--- config.mk ---
export PLATFORM = sky130hd
export DESIGN_NAME = alu_nbit_seq
export DESIGN_NICKNAME = d
export VERILOG_FILES = /design/src/rtl/alu_pkg.sv /design/src/rtl/alu_nbit_comb.sv /design/src/rtl/alu_nbit_seq.sv
export SDC_FILE = /design/constraint.sdc
export NUM_CORES = 1
export LEC_CHECK = 0
export ABC_AREA = 1
export BUFFER_PORTS_ARGS = -buffer_cell sky130_fd_sc_hd__buf_2
export CAP_MARGIN = 20
export CORE_ASPECT_RATIO = 0.7
export CORE_MARGIN = 8
export CORE_UTILIZATION = 45
export CTS_BUF_LIST = sky130_fd_sc_hd__clkbuf_4 sky130_fd_sc_hd__clkbuf_8
export DETAILED_ROUTE_END_ITERATION = 8
export PLACE_DENSITY = 0.74
export SLEW_MARGIN = 20
export SYNTH_ARGS = -nofsm -noshare
export SYNTH_HDL_FRONTEND = slang
export SYNTH_HIERARCHICAL = 1
export SYNTH_SLANG_ARGS = --single-unit
--- constraint.sdc ---
create_clock -name clk_i -period 8.45 [get_ports clk_i]
set_input_delay 0.845 -clock clk_i [delete_from_list [all_inputs] [get_ports clk_i]]
set_output_delay 0.845 -clock clk_i [all_outputs]
set_load 0.03 [all_outputs]
--- src/rtl/alu_pkg.sv ---
// Shared opcode map, FSM encoding and opcode helpers for the N-bit sequential ALU.
package alu_pkg;

    localparam logic [3:0] OP_AND  = 4'b0000;
    localparam logic [3:0] OP_OR   = 4'b0001;
    localparam logic [3:0] OP_ADD  = 4'b0010;
    localparam logic [3:0] OP_SLT  = 4'b0011;
    localparam logic [3:0] OP_XOR  = 4'b0100;
    localparam logic [3:0] OP_SLTU = 4'b0101;
    localparam logic [3:0] OP_SRL  = 4'b0111;
    localparam logic [3:0] OP_SLL  = 4'b1000;
    localparam logic [3:0] OP_SRA  = 4'b1001;

    typedef enum logic [1:0] {
        IDLE  = 2'd0,
        SHIFT = 2'd1,
        DONE  = 2'd2
    } state_e;

    function automatic logic is_shift(input logic [3:0] op);
        return (op == OP_SRL) || (op == OP_SLL) || (op == OP_SRA);
    endfunction

endpackage

--- src/rtl/alu_nbit_comb.sv ---
// Single-cycle datapath: logic ops, WIDTH+1-bit adder, signed/unsigned compare and flags.
module alu_nbit_comb
    import alu_pkg::*;
#(
    parameter int WIDTH = 32
) (
    input  logic [WIDTH-1:0] a_i,
    input  logic [WIDTH-1:0] b_i,
    input  logic             invert_i,
    input  logic [3:0]       operacion_i,
    output logic [WIDTH-1:0] resultado_o,
    output logic             carry_o,
    output logic             overflow_o,
    output logic             err_o
);

    logic             sub_mode;
    logic [WIDTH-1:0] b_eff;
    logic [WIDTH:0]   sum_ext;
    logic             add_carry;
    logic             add_ovf;

    // Compares always subtract; ADD subtracts only when asked to.
    assign sub_mode  = ((operacion_i == OP_ADD) && invert_i) ||
                       (operacion_i == OP_SLT) || (operacion_i == OP_SLTU);
    assign b_eff     = sub_mode ? ~b_i : b_i;
    assign sum_ext   = {1'b0, a_i} + {1'b0, b_eff} + {{WIDTH{1'b0}}, sub_mode};
    assign add_carry = sum_ext[WIDTH];
    assign add_ovf   = (a_i[WIDTH-1] == b_eff[WIDTH-1]) &&
                       (sum_ext[WIDTH-1] != a_i[WIDTH-1]);

    always_comb begin
        resultado_o = '0;
        carry_o     = 1'b0;
        overflow_o  = 1'b0;
        err_o       = 1'b0;
        case (operacion_i)
            OP_AND:  resultado_o = a_i & b_i;
            OP_OR:   resultado_o = a_i | b_i;
            OP_XOR:  resultado_o = a_i ^ b_i;
            OP_ADD: begin
                resultado_o = sum_ext[WIDTH-1:0];
                carry_o     = add_carry;
                overflow_o  = add_ovf;
            end
            OP_SLT:  resultado_o = {{(WIDTH-1){1'b0}}, sum_ext[WIDTH-1] ^ add_ovf};
            OP_SLTU: resultado_o = {{(WIDTH-1){1'b0}}, ~add_carry};
            // Shifts are iterated by the sequencer; nothing to do here.
            OP_SRL, OP_SLL, OP_SRA: resultado_o = '0;
            default: err_o = 1'b1;
        endcase
    end

endmodule

--- src/rtl/alu_nbit_seq.sv ---
// N-bit ALU with valid/ready handshakes; shifts iterate one bit per cycle.
module alu_nbit_seq
    import alu_pkg::*;
#(
    parameter int WIDTH = 32
) (
    input  logic             clk_i,
    input  logic             rst_i,
    input  logic             valid_i,
    output logic             ready_o,
    input  logic [WIDTH-1:0] a_i,
    input  logic [WIDTH-1:0] b_i,
    input  logic             invert_i,
    input  logic [3:0]       operacion_i,
    output logic             valid_o,
    input  logic             ready_i,
    output logic [WIDTH-1:0] resultado_o,
    output logic             zero_o,
    output logic             carry_o,
    output logic             overflow_o,
    output logic             err_o
);

    localparam int SHAMT_W = $clog2(WIDTH);

    state_e             state_q, state_d;
    logic [WIDTH-1:0]   work_q, work_d;
    logic [WIDTH-1:0]   res_q, res_d;
    logic [SHAMT_W-1:0] cnt_q, cnt_d;
    logic [3:0]         op_q, op_d;
    logic               zero_q, zero_d;
    logic               carry_q, carry_d;
    logic               ovf_q, ovf_d;
    logic               err_q, err_d;

    logic [WIDTH-1:0]   comb_res;
    logic               comb_carry;
    logic               comb_ovf;
    logic               comb_err;
    logic [WIDTH-1:0]   shift_nxt;
    logic [SHAMT_W-1:0] shamt;

    alu_nbit_comb #(.WIDTH(WIDTH)) u_comb (
        .a_i         (a_i),
        .b_i         (b_i),
        .invert_i    (invert_i),
        .operacion_i (operacion_i),
        .resultado_o (comb_res),
        .carry_o     (comb_carry),
        .overflow_o  (comb_ovf),
        .err_o       (comb_err)
    );

    assign shamt = b_i[SHAMT_W-1:0];

    always_comb begin
        case (op_q)
            OP_SLL:  shift_nxt = {work_q[WIDTH-2:0], 1'b0};
            OP_SRA:  shift_nxt = {work_q[WIDTH-1], work_q[WIDTH-1:1]};
            default: shift_nxt = {1'b0, work_q[WIDTH-1:1]};
        endcase
    end

    always_comb begin
        state_d = state_q;
        work_d  = work_q;
        res_d   = res_q;
        cnt_d   = cnt_q;
        op_d    = op_q;
        zero_d  = zero_q;
        carry_d = carry_q;
        ovf_d   = ovf_q;
        err_d   = err_q;
        case (state_q)
            IDLE: begin
                if (valid_i) begin
                    op_d    = operacion_i;
                    carry_d = 1'b0;
                    ovf_d   = 1'b0;
                    err_d   = 1'b0;
                    if (is_shift(operacion_i)) begin
                        if (shamt == '0) begin
                            res_d   = a_i;
                            zero_d  = (a_i == '0);
                            state_d = DONE;
                        end else begin
                            work_d  = a_i;
                            cnt_d   = shamt;
                            state_d = SHIFT;
                        end
                    end else begin
                        res_d   = comb_res;
                        zero_d  = (comb_res == '0);
                        carry_d = comb_carry;
                        ovf_d   = comb_ovf;
                        err_d   = comb_err;
                        state_d = DONE;
                    end
                end
            end
            SHIFT: begin
                work_d = shift_nxt;
                cnt_d  = cnt_q - SHAMT_W'(1);
                // Final step publishes straight into the result so latency is 1+shamt.
                if (cnt_q == SHAMT_W'(1)) begin
                    res_d   = shift_nxt;
                    zero_d  = (shift_nxt == '0);
                    state_d = DONE;
                end
            end
            DONE: begin
                if (ready_i) state_d = IDLE;
            end
            default: state_d = IDLE;
        endcase
    end

    always_ff @(posedge clk_i) begin
        if (rst_i) begin
            state_q <= IDLE;
            work_q  <= '0;
            res_q   <= '0;
            cnt_q   <= '0;
            op_q    <= '0;
            zero_q  <= 1'b0;
            carry_q <= 1'b0;
            ovf_q   <= 1'b0;
            err_q   <= 1'b0;
        end else begin
            state_q <= state_d;
            work_q  <= work_d;
            res_q   <= res_d;
            cnt_q   <= cnt_d;
            op_q    <= op_d;
            zero_q  <= zero_d;
            carry_q <= carry_d;
            ovf_q   <= ovf_d;
            err_q   <= err_d;
        end
    end

    assign ready_o     = (state_q == IDLE);
    assign valid_o     = (state_q == DONE);
    assign resultado_o = res_q;
    assign zero_o      = zero_q;
    assign carry_o     = carry_q;
    assign overflow_o  = ovf_q;
    assign err_o       = err_q;

endmodule

* After elaboration in Yosys (flattened, before gate mapping)
Index checks and enable logic that the tools add are counted. Widths: inputs -> output; s select.
Operators by class: multiplexer cells 33, reduce and logical (&&, ||, !) cells 18, equal/unequal tests 21, add/sub/neg operators 3, bitwise gates (word level) 6
Operator list (count):
- $mux 32 | 8
- $pmux 32 s2 | 3
- $pmux 32 s6 | 1
- $logic_not 32->1 | 3
- $add 32x32->33 | 1
- $add 33x1->33 | 1
- $and 32x32->32 | 1
- $not 32->32 | 1
- $or 32x32->32 | 1
- $xor 32x32->32 | 1
- $eq 4x4->1 const B | 4
- $mux 5 | 3
- $eq 4x3->1 const B | 3
- $mux 1 | 10
- $mux 2 | 5
- $pmux 5 s2 | 1
- $reduce_or 9->1 | 1
- $eq 4x2->1 const B | 2
- $reduce_and 4->1 | 2
- $ne 2x2->1 const B | 3
- $pmux 2 s3 | 1
- $eq 5x1->1 const B | 1
- $logic_not 5->1 | 1
- $sub 5x1->5 const B | 1
- other kinds (17) | 22
Storage, ports and cells: register bits after elaboration 79, input bits 73, logic and storage cells 90, output and inout port bits 38

* Logic depth before layout (Yosys ltp)
Gate-level depths: netlist of the first run.
word-level depth 15, depth in mapped cells 29, depth with buffers taken out 28

* Cells and area by module
Netlist of the first run, hierarchy kept.
Modules (own cells, without submodules):
- alu_nbit_seq | instances 1, cells an instance 779, seq. area each 1581.5 um^2, area an instance 4698.3 um^2
- alu_nbit_comb | instances 1, cells an instance 667, seq. area each 0.0 um^2, area an instance 4042.6 um^2

* Least setup slack after synthesis of the first run
Ideal clock, no wire load.
path type in2reg, from in operacion_i[3], to reg zero_q (netlist: zero_o), data arrival time 3662 ps, setup slack 4719 ps, data required time 8380 ps, cell stages on the path 23, path buffers 1, setup time 70 ps, cells stage by stage nor2_1 -> o211ai_1 -> nand2_1 -> buf_2 -> xor2_1 -> ha_1 -> a21o_1 -> a31oi_1 -> o21ai_0 -> a21oi_1 -> nand2_1 -> or2_2 -> nand3_1 -> nand2_1 -> nor2_1 -> nand2_1 -> nor2_1 -> nand2_1 -> nor2_1 -> nand2_1 -> nand2_1 -> a21oi_1 -> a21oi_1
On the way: elaborated cells on any way between the ends 29, classes of those cells add/sub (2); eq/ne (11); mux (5); bitwise (2); reduce/logical (9)
RTL lines:
- from (decl) | line alu_nbit_seq.sv:14 | input logic [3:0] operacion_i,
- $eq 4x2->1 | line alu_nbit_comb.sv:24, alu_nbit_comb.sv:37
- $logic_and 1x1->1 | line alu_nbit_comb.sv:24 | assign sub_mode = ((operacion_i == OP_ADD) && invert_i) ||
- $logic_or 1x1->1 | line alu_nbit_comb.sv:24
- $logic_or 1x1->1 | line alu_nbit_comb.sv:25 | (operacion_i == OP_SLT) || (operacion_i == OP_SLTU);
- $mux 32 | line alu_nbit_comb.sv:26 | assign b_eff = sub_mode ? ~b_i : b_i;
- $add 32x32->33 | line alu_nbit_comb.sv:27 | assign sum_ext = {1'b0, a_i} + {1'b0, b_eff} + {{WIDTH{1'b0}}, sub_mode};
- $add 33x1->33 | line alu_nbit_comb.sv:27
- $pmux 32 s6 (*) | line alu_nbit_comb.sv:37 | case (operacion_i)
- via comb_res[25] | line alu_nbit_seq.sv:36 | logic [WIDTH-1:0] comb_res;
- $logic_not 32->1 (*) | line alu_nbit_seq.sv:93 | zero_d = (comb_res == '0);
- $mux 1 (*) | line alu_nbit_seq.sv:81 | if (is_shift(operacion_i)) begin
- $mux 1 (*) | line alu_nbit_seq.sv:76 | if (valid_i) begin
- $pmux 1 s2 (*) | line alu_nbit_seq.sv:74 | case (state_q)
- to (signal assigned) | line alu_nbit_seq.sv:135 | zero_q <= zero_d;
- to (decl) | line alu_nbit_seq.sv:31 | logic zero_q, zero_d;
Mark *: on every way through the listed nets, which the timed path passes. The rest lies on a longest branch. The select of a mux whose other input is x is not followed. A chain may end at the register's enable or synchronous reset.

* Worst setup path after layout of the first run
from in operacion_i[2], to reg zero_q (netlist: zero_o)
The elaborated chain is that of the path after synthesis.

==> metrics.log, run 1 <==
INFO  metric gates_resized_cts_repair = 0
INFO  metric final_net_count = 1,686
INFO  metric synthesis.yosys.warnings = 6
INFO  metric detailroute.via_count = about 10,000
INFO  metric cts.repair_timing.setup_buffer_count = 0
INFO  metric grt_start_max_net_pins = 70
INFO  metric synth_cells = ~1,400
INFO  metric setup_total_negative_slack = 0 ns
INFO  metric max-clock-path-buffers = 2
INFO  metric area.growth.synth_to_final = 10.2%
INFO  metric grt.busiest_layer = met2
INFO  metric rsz_0062_raised_after_global_routing = false
INFO  metric via_per_inst = 5.59
INFO  metric yosys.cell_types.count = between 40 and 50
INFO  metric post_detail_place_hpwl = between 20 and 25 mm
INFO  metric max_cap_violations = 0
INFO  metric worst_path_most_repeated_cell = sky130_fd_sc_hd__nand2_1
INFO  metric final_wirelength = between 20 and 30 mm
INFO  metric async_reset_ff_share = 0%
INFO  metric r2r-end = resultado_o[26]
INFO  metric worst_setup_path_start_kind = primary input
INFO  metric number_of_global_route_vias_before_repair = around 9,000
INFO  metric floorplan.rows = 42
INFO  metric ys_seq_area_share = between 10% and 20%
INFO  metric finalWorstPathRequiredPeriod = 5.04 ns
INFO  metric drive_above_1_share = 11.1%
INFO  metric tightestPinTransition = approximately 1.0 ns
INFO  metric timing.critical_path.fanout_max = 18
INFO  metric drt_first_iter_violations = between 1,000 and 1,500
INFO  metric global_route.usage.total = between 20% and 30%
INFO  metric timing.critical_path.buf_inv = 3
INFO  metric remaining_drc_errors = 0
INFO  metric dr.pass1.iters = 6
INFO  metric vdd_drop_max = around 0.00011 V
INFO  metric clock_tree.root_cell = sky130_fd_sc_hd__clkbuf_8
INFO  metric timing.final.setup_violations = 0
INFO  metric grt_pass1_wl = approximately 47 mm
INFO  metric drv_slew = 0
INFO  metric powerDensity = 156 nW/um^2
INFO  metric grt_remaining_overflow = 0
INFO  metric h_tree_depth = 3
INFO  metric regToRegSetupSlack = about 5.4 ns
INFO  metric finalWeightedCongestion = 1.02
INFO  metric routed_wirelength_normalized_by_instance_count = roughly 17 um
INFO  metric synth-edff-count = 0
INFO  metric placement.setup.worst_slack = between 3 and 4 ns
INFO  metric total_die_area = around 24,000 um^2
INFO  metric cts_hold_buffers = 0
INFO  metric worst_min_delay_path_category = reg -> reg
INFO  metric placement.io_buffers = 110
INFO  metric worst_path_dominant_cell_family = simple AND/OR/NAND/NOR gates
INFO  metric numClockSinks = between 70 and 80
INFO  metric max_freq = slightly below 200 MHz
INFO  metric clk_pin_slew_worst_paths = 0.08 ns
INFO  metric final_common_cell = sky130_fd_sc_hd__nand2_1
INFO  metric layout_common_cells = sky130_fd_sc_hd__nand2_1, sky130_fd_sc_hd__nor2_1, sky130_fd_sc_hd__inv_1, sky130_fd_sc_hd__o21ai_0, sky130_fd_sc_hd__a21oi_1
INFO  metric p_leak = approximately 5 nW
INFO  metric worst_ep_required_time = around 8.7 ns
INFO  metric timing_worst_setup_path_type = in -> reg
INFO  metric yosys.area.top_type = sky130_fd_sc_hd__dfxtp_1
INFO  metric grt.met2_usage = between 30% and 40%
INFO  metric antenna_found_initial = 1
INFO  metric setup.worst_path.end_class = register
INFO  metric grt_use_met1 = 34.2%
INFO  metric whs_endpoint = work_q[12]
INFO  metric crit_path_top_delay_cell = sky130_fd_sc_hd__nand2_1
INFO  metric tritoncts_clock_tree = done
INFO  metric min_delay_path_depth = 2
INFO  metric clock_skew = 0.0149 ns
INFO  metric synth_net_count = 1,618
INFO  metric io_count = between 100 and 150
INFO  metric max_slew_margin = approximately a third
INFO  metric final_hold_vios = 0
INFO  metric total_inserted_antenna_cells = 0
INFO  metric worstSkewPairLatency = between 0.3 and 0.4 ns
INFO  metric min_period_over_period = approximately three fifths
INFO  metric cp_data_arrival_time = around 5.3 ns
INFO  metric hold_path.startpoint = work_q[12]
INFO  metric grtUsageMet3 = under 10%
INFO  metric r2r.worst_path.cells = 10
INFO  metric synthDominantCellAreaShare = ~18%
INFO  metric cts_buffers = 9
INFO  metric rr_startpoint = state_q[1]
INFO  metric status = completed
INFO  metric final.setup.worst_slack = ~3.4 ns
INFO  metric synth-main-ff-cell = sky130_fd_sc_hd__dfxtp_1
INFO  metric initial_utilization = between 40% and 50%
INFO  metric core_area = about 19,000 um^2
INFO  metric die_height = about 130 um
INFO  metric critical-path-max-stage-delay = about 0.76 ns
INFO  metric syn-mean-instance-area = between 6 and 7 um^2
INFO  metric floorplan.die.width = around 180 um
INFO  metric postRouteAntennaNets = 0
INFO  metric synthTopCellsByArea = sky130_fd_sc_hd__dfxtp_1, sky130_fd_sc_hd__ha_1, sky130_fd_sc_hd__nand2_1
INFO  metric synth-seq-cells = just under 80
INFO  metric mappedNetlistArea = a little under 9000 um^2
## worst min-delay path: cells and delay by family, from the launching register on
kind	cells	cell delay [ns]
flops	1	0.32
simple gates	1	0.06
compound gates	1	0.05
## per-layer routing
metal,up-vias,wire [um]
li1,4900,-
met1,4513,14100
met2,517,12300
met3,27,3200
met4,2,321
met5,-,13
## cell families (layout without fill, tap and decap cells)
family	Yosys count	in the layout	synth area share (%)
DFF	79	79	18.1
AOI/OAI and AO/OA	368	368	23.9
adders and majority gates	99	99	14.3
and+or+nand+nor	610	610	28.8
xor gates and xnor gates	34	34	3.41
buffers and inverters	256	329	11.5
## where the power goes
group / total, mW / switching (mW) / internal, mW
logic: 0.732 / 0.506 / 0.225
registers: 0.456 / 0.0289 / 0.427
clock network: 0.316 / 0.147 / 0.169
total: 1.50 / 0.682 / 0.821
## Yosys cell counts (all sizes together), types with 4 or more instances
cell type,count
xor2,32
clkbuf,33
inv,194
a221oi,21
o2111ai,8
buf,29
o21ai,174
or2,10
nand3,73
a21o,11
nand4,6
a211oi,10
a31oi,9
ha,98
nor2,205
dfxtp,79
nand2,294
o21bai,4
a21oi,116
nand3b,4
nor3,15
## worst max path at each step
stage / startpoint / end / depth (start not counted)
final: operacion_i[2] / zero_o / 25
after global routing: operacion_i[2] / zero_o / 24
after CTS: operacion_i[2] / zero_o / 26
after detailed placement: operacion_i[2] / zero_o / 26
after global placement: operacion_i[3] / zero_o / 25
after floorplan: operacion_i[3] / zero_o / 23
## sequential cells by signal, summed over array words and instances, names as in the netlist
signal and count:
resultado_o 32, work_q 32, cnt_q 5, op_q 4, state_q 2, carry_o 1, err_o 1, overflow_o 1
zero_o 1
## per-stage QoR
stage	cell area (um^2)	std cells	util (%)	total power [mW]	hold WS [ns]
after CTS	9640	1783	50.8	1.49	0.465
after global routing	9640	1783	50.8	1.61	0.480
after floorplan	8740	1446	-	0.969	0.440
after detailed placement	9420	1767	49.7	1.18	0.453
final	9640	1783	50.8	1.50	0.467
after global placement	9420	1767	49.7	1.17	0.449
## layout make-up
| class | count | area [um^2] |
|---|---|---|
| fill | 1981 | 9340 |
| timing repair buffer | 119 | 618 |
| clock buffer | 10 | 131 |
| inverter | 194 | 728 |
| sequential | 79 | 1580 |
| clock inverter | 6 | 85.1 |
| tap | 264 | 330 |
| multi-input combinational | 1111 | 6160 |
No activity file was read; power rests on OpenSTA's default activity.
==> run 2, diff against run 1 <==
- ABC_AREA: 1 -> 0
- clock period: 8.45 -> 4.65 ns (I/O delays scaled with it)
==> run 2 against run 1 <==
Clock skew grew 0.0033 ns. Synthesized area shrank 5.8%. Register-to-register slack lost 3.6 ns. Synthesized cell count shrank 23%. Global-route usage shrank 0.52 points. First-iteration DRC count shrank 3.9%. Count of clock-buffer cells in the layout is the same. Clock power grew 100%. Critical path type unchanged. Largest power group unchanged. Highest routed layer unchanged.
==> metrics.log, run 2 <==
INFO  metric core_area = roughly 18,000 um^2
INFO  metric final_hold_vios = 0
INFO  metric worst_min_delay_path_category = in -> reg
INFO  metric global_route.usage.total = a little under a quarter
INFO  metric synth-seq-cells = 79
INFO  metric ys_seq_area_share = 19.2%
INFO  metric whs_endpoint = state_q[1]
INFO  metric floorplan.rows = just over 40
INFO  metric antenna_found_initial = 3
INFO  metric mappedNetlistArea = approximately 8200 um^2
INFO  metric synthesis.yosys.warnings = 6
INFO  metric drive_above_1_share = 19.0%
INFO  metric final_net_count = 1,371
INFO  metric placement.io_buffers = 110
INFO  metric max-clock-path-buffers = 2
INFO  metric synth-edff-count = 0
INFO  metric status = completed
INFO  metric max_slew_margin = 28.4%
INFO  metric total_die_area = about 23,000 um^2
INFO  metric synthTopCellsByArea = sky130_fd_sc_hd__dfxtp_1, sky130_fd_sc_hd__ha_1, sky130_fd_sc_hd__nand2_1
INFO  metric yosys.cell_count.top_type = sky130_fd_sc_hd__nand2_1
INFO  metric worst_setup_path_start_kind = primary input
INFO  metric drt_first_iter_violations = between 1,000 and 1,500
INFO  metric via_per_inst = ~6
INFO  metric worstPathCellList = buf_2 -> xor2_1 -> a21oi_2 -> nor2_4 -> buf_12 -> xnor2_1 -> ha_1 -> and3_1 -> a22o_1 -> or3b_1 -> or2_1 -> a311oi_4 -> o211ai_1 -> xnor2_1 -> o21ai_1 -> nor4_1 -> nand4_1 -> nor4_2 -> a31oi_1 -> a31oi_1
INFO  metric synth-main-ff-cell = sky130_fd_sc_hd__dfxtp_1
INFO  metric remaining_drc_errors = 0
INFO  metric yosys.area.top_type = sky130_fd_sc_hd__dfxtp_1
INFO  metric synthDominantCellAreaShare = about a fifth
INFO  metric setup_total_negative_slack = 0 ns
INFO  metric syn-mean-instance-area = between 7 and 8 um^2
INFO  metric critical_path.startpoint = operacion_i[1]
INFO  metric synth_cells = 1,110
INFO  metric cts.repair_timing.setup_buffer_count = 0
INFO  metric vdd_drop_max = between 0.0001 and 0.00015 V
INFO  metric max_cap_violations = 0
INFO  metric fill_cells = between 1,500 and 2,000
INFO  metric tritoncts_clock_tree = done
INFO  metric h_tree_depth = 3
INFO  metric post_synth_most_frequent_cells = sky130_fd_sc_hd__nand2_1, sky130_fd_sc_hd__ha_1, sky130_fd_sc_hd__dfxtp_1, sky130_fd_sc_hd__a21oi_1, sky130_fd_sc_hd__inv_1
INFO  metric post_detail_place_hpwl = 20.9 mm
INFO  metric dpl-instance-area = between 9000 and 10,000 um^2
INFO  metric io_count = about 110
INFO  metric area_of_all_placed_cells_without_fillers = between 9000 and 10,000 um^2
INFO  metric timing.critical_path.fanout_max = 10
INFO  metric critical-path-max-stage-delay = about 0.43 ns
INFO  metric rr_startpoint = state_q[0]
INFO  metric postRouteAntennaNets = 0
INFO  metric final_wirelength = roughly 28 mm
INFO  metric die_height = 129 um
INFO  metric min_period_over_period = approximately 94%
INFO  metric timing.final.setup_violations = 0
INFO  metric crit_path_top_delay_cell = sky130_fd_sc_hd__or3b_1
INFO  metric yosys.cell_types.count = 86
INFO  metric synth_net_count = 1,282
INFO  metric worst_ep_required_time = 4.95 ns
INFO  metric area.growth.synth_to_final = 13.3%
INFO  metric routed_wirelength_normalized_by_instance_count = 19.5 um
INFO  metric clk_pin_slew_worst_paths = around 0.09 ns
INFO  metric worst_path_dominant_cell_family = simple AND/OR/NAND/NOR gates
INFO  metric timing.critical_path.buf_inv = 2
INFO  metric grt_pass1_wl = 43.5 mm
INFO  metric final_common_cell = sky130_fd_sc_hd__nand2_1
INFO  metric clock_skew = around 0.018 ns
INFO  metric grt_start_max_net_pins = between 100 and 150
INFO  metric timing_worst_setup_path_type = in -> reg
INFO  metric regToRegSetupSlack = 1.80 ns
INFO  metric max_freq = approximately 230 MHz
INFO  metric numClockSinks = 79
INFO  metric powerDensity = approximately 260 nW/um^2
INFO  metric floorplan.die.width = 178 um
INFO  metric layout_common_cells = sky130_fd_sc_hd__nand2_1, sky130_fd_sc_hd__buf_2, sky130_fd_sc_hd__ha_1, sky130_fd_sc_hd__dfxtp_1, sky130_fd_sc_hd__a21oi_1
INFO  metric initial_utilization = a little under half
INFO  metric finalWeightedCongestion = a little under 1
INFO  metric cts_buffers = 9
INFO  metric r2r-end = resultado_o[3]
INFO  metric tightestPinTransition = approximately 1.1 ns
INFO  metric dr.pass1.iters = 6
INFO  metric cp_data_arrival_time = around 4.7 ns
INFO  metric finalWorstPathRequiredPeriod = 4.35 ns
INFO  metric grt_remaining_overflow = 0
INFO  metric worstSkewPairLatency = between 0.3 and 0.4 ns
INFO  metric clock_tree.root_cell = sky130_fd_sc_hd__clkbuf_8
INFO  metric setup.worst_path.end_class = register
INFO  metric drv_slew = 0
INFO  metric async_reset_ff_share = 0%
INFO  metric min_delay_path_depth = 4
INFO  metric r2r.worst_path.cells = 5
INFO  metric hold_path.startpoint = ready_i
INFO  metric number_of_global_route_vias_before_repair = about 8,100
INFO  metric p_leak = approximately 4 nW
INFO  metric detailroute.via_count = 8,791
run 2: cell count changes in the layout (fill, tap and decap cells not counted), sizes merged, moves of 32 or more:
cell / delta
o21ai: -91
nor2: -146
xnor2: +45
o22ai: +32
inv: -119
o211ai: +32
nand2: -118
a21oi: -36
run 2: repair_timing:
| action | 4_1_cts | 5_1_grt |
|---|---|---|
| endpoints found under the setup margin | 0 | 1 |
| endpoints found under the hold margin | 0 | 0 |
| resized for setup | 0 | 5 |
| hold buffers | 0 | 0 |
run 2: stage by stage:
step | power [mW] | util [%] | hold WS [ns] | std cells | setup slack [ns]
global route | 2.52 | 51.9 | 0.432 | 1438 | -0.00537
finish | 2.40 | 52.0 | 0.400 | 1439 | 0.298
detailed placement | 1.74 | 50.5 | 0.451 | 1424 | -0.0468
floorplan | 1.43 | - | 0.448 | 1110 | 0.0565
CTS | 2.37 | 51.8 | 0.390 | 1438 | 0.338
global placement | 1.72 | 50.5 | 0.441 | 1424 | 0.103
run 2: cell families after synthesis:
| logic type | share of synthesized area (%) |
|---|---|
| compound gates | 25.8 |
| buf+inv | 7.57 |
| xor+xnor | 6.38 |
| fa+ha+maj | 15.1 |
| flops | 19.2 |
| mux | 4.85 |
| simple gates | 21.1 |
run 2: report_power, final:
group | internal, mW | leakage, nW | switching (mW)
logic | 0.400 | 3.17 | 0.625
registers | 0.711 | 0.642 | 0.0312
clock network | 0.365 | 0.118 | 0.269
run 2: per-layer routing:
layer | share of wire [%] | vias up | track usage [%]
met5 | 0.11 | - | 0
met4 | 2.2 | 6 | 5.91
met3 | 10 | 59 | 5.87
met2 | 42 | 428 | 35.3
met1 | 45 | 4138 | 32.4
li1 | - | 4160 | -
run 2: worst min-delay path: cells and delay by family:
| kind | cells | cell delay [ns] |
|---|---|---|
| AO/OA/AOI/OAI | 2 | 0.14 |
| AND/OR/NAND/NOR | 1 | 0.04 |
| buffers and inverters | 1 | 0.07 |
run 2: layout make-up:
class | instances | area, um^2 | share of cell area (%)
tap | 236 | 295 | 3.17
clock inverter | 4 | 95.1 | 1.02
timing repair buffer | 146 | 833 | 8.93
antenna | 1 | 2.50 | 0.0268
inverter | 75 | 282 | 3.02
sequential | 79 | 1580 | 17.0
multi-input combinational | 888 | 6100 | 65.4
clock buffer | 10 | 138 | 1.48
run 2: worst max path at each step:
stage | endpoint | slack [ns] | depth (start not counted)
6_report | zero_o | 0.30 | 20
5_1_grt | zero_o | -0.005 | 20
4_1_cts | zero_o | 0.34 | 20
3_5_place_dp | zero_o | -0.05 | 20
3_3_place_gp | zero_o | 0.10 | 20
2_1_floorplan | zero_o | 0.06 | 20
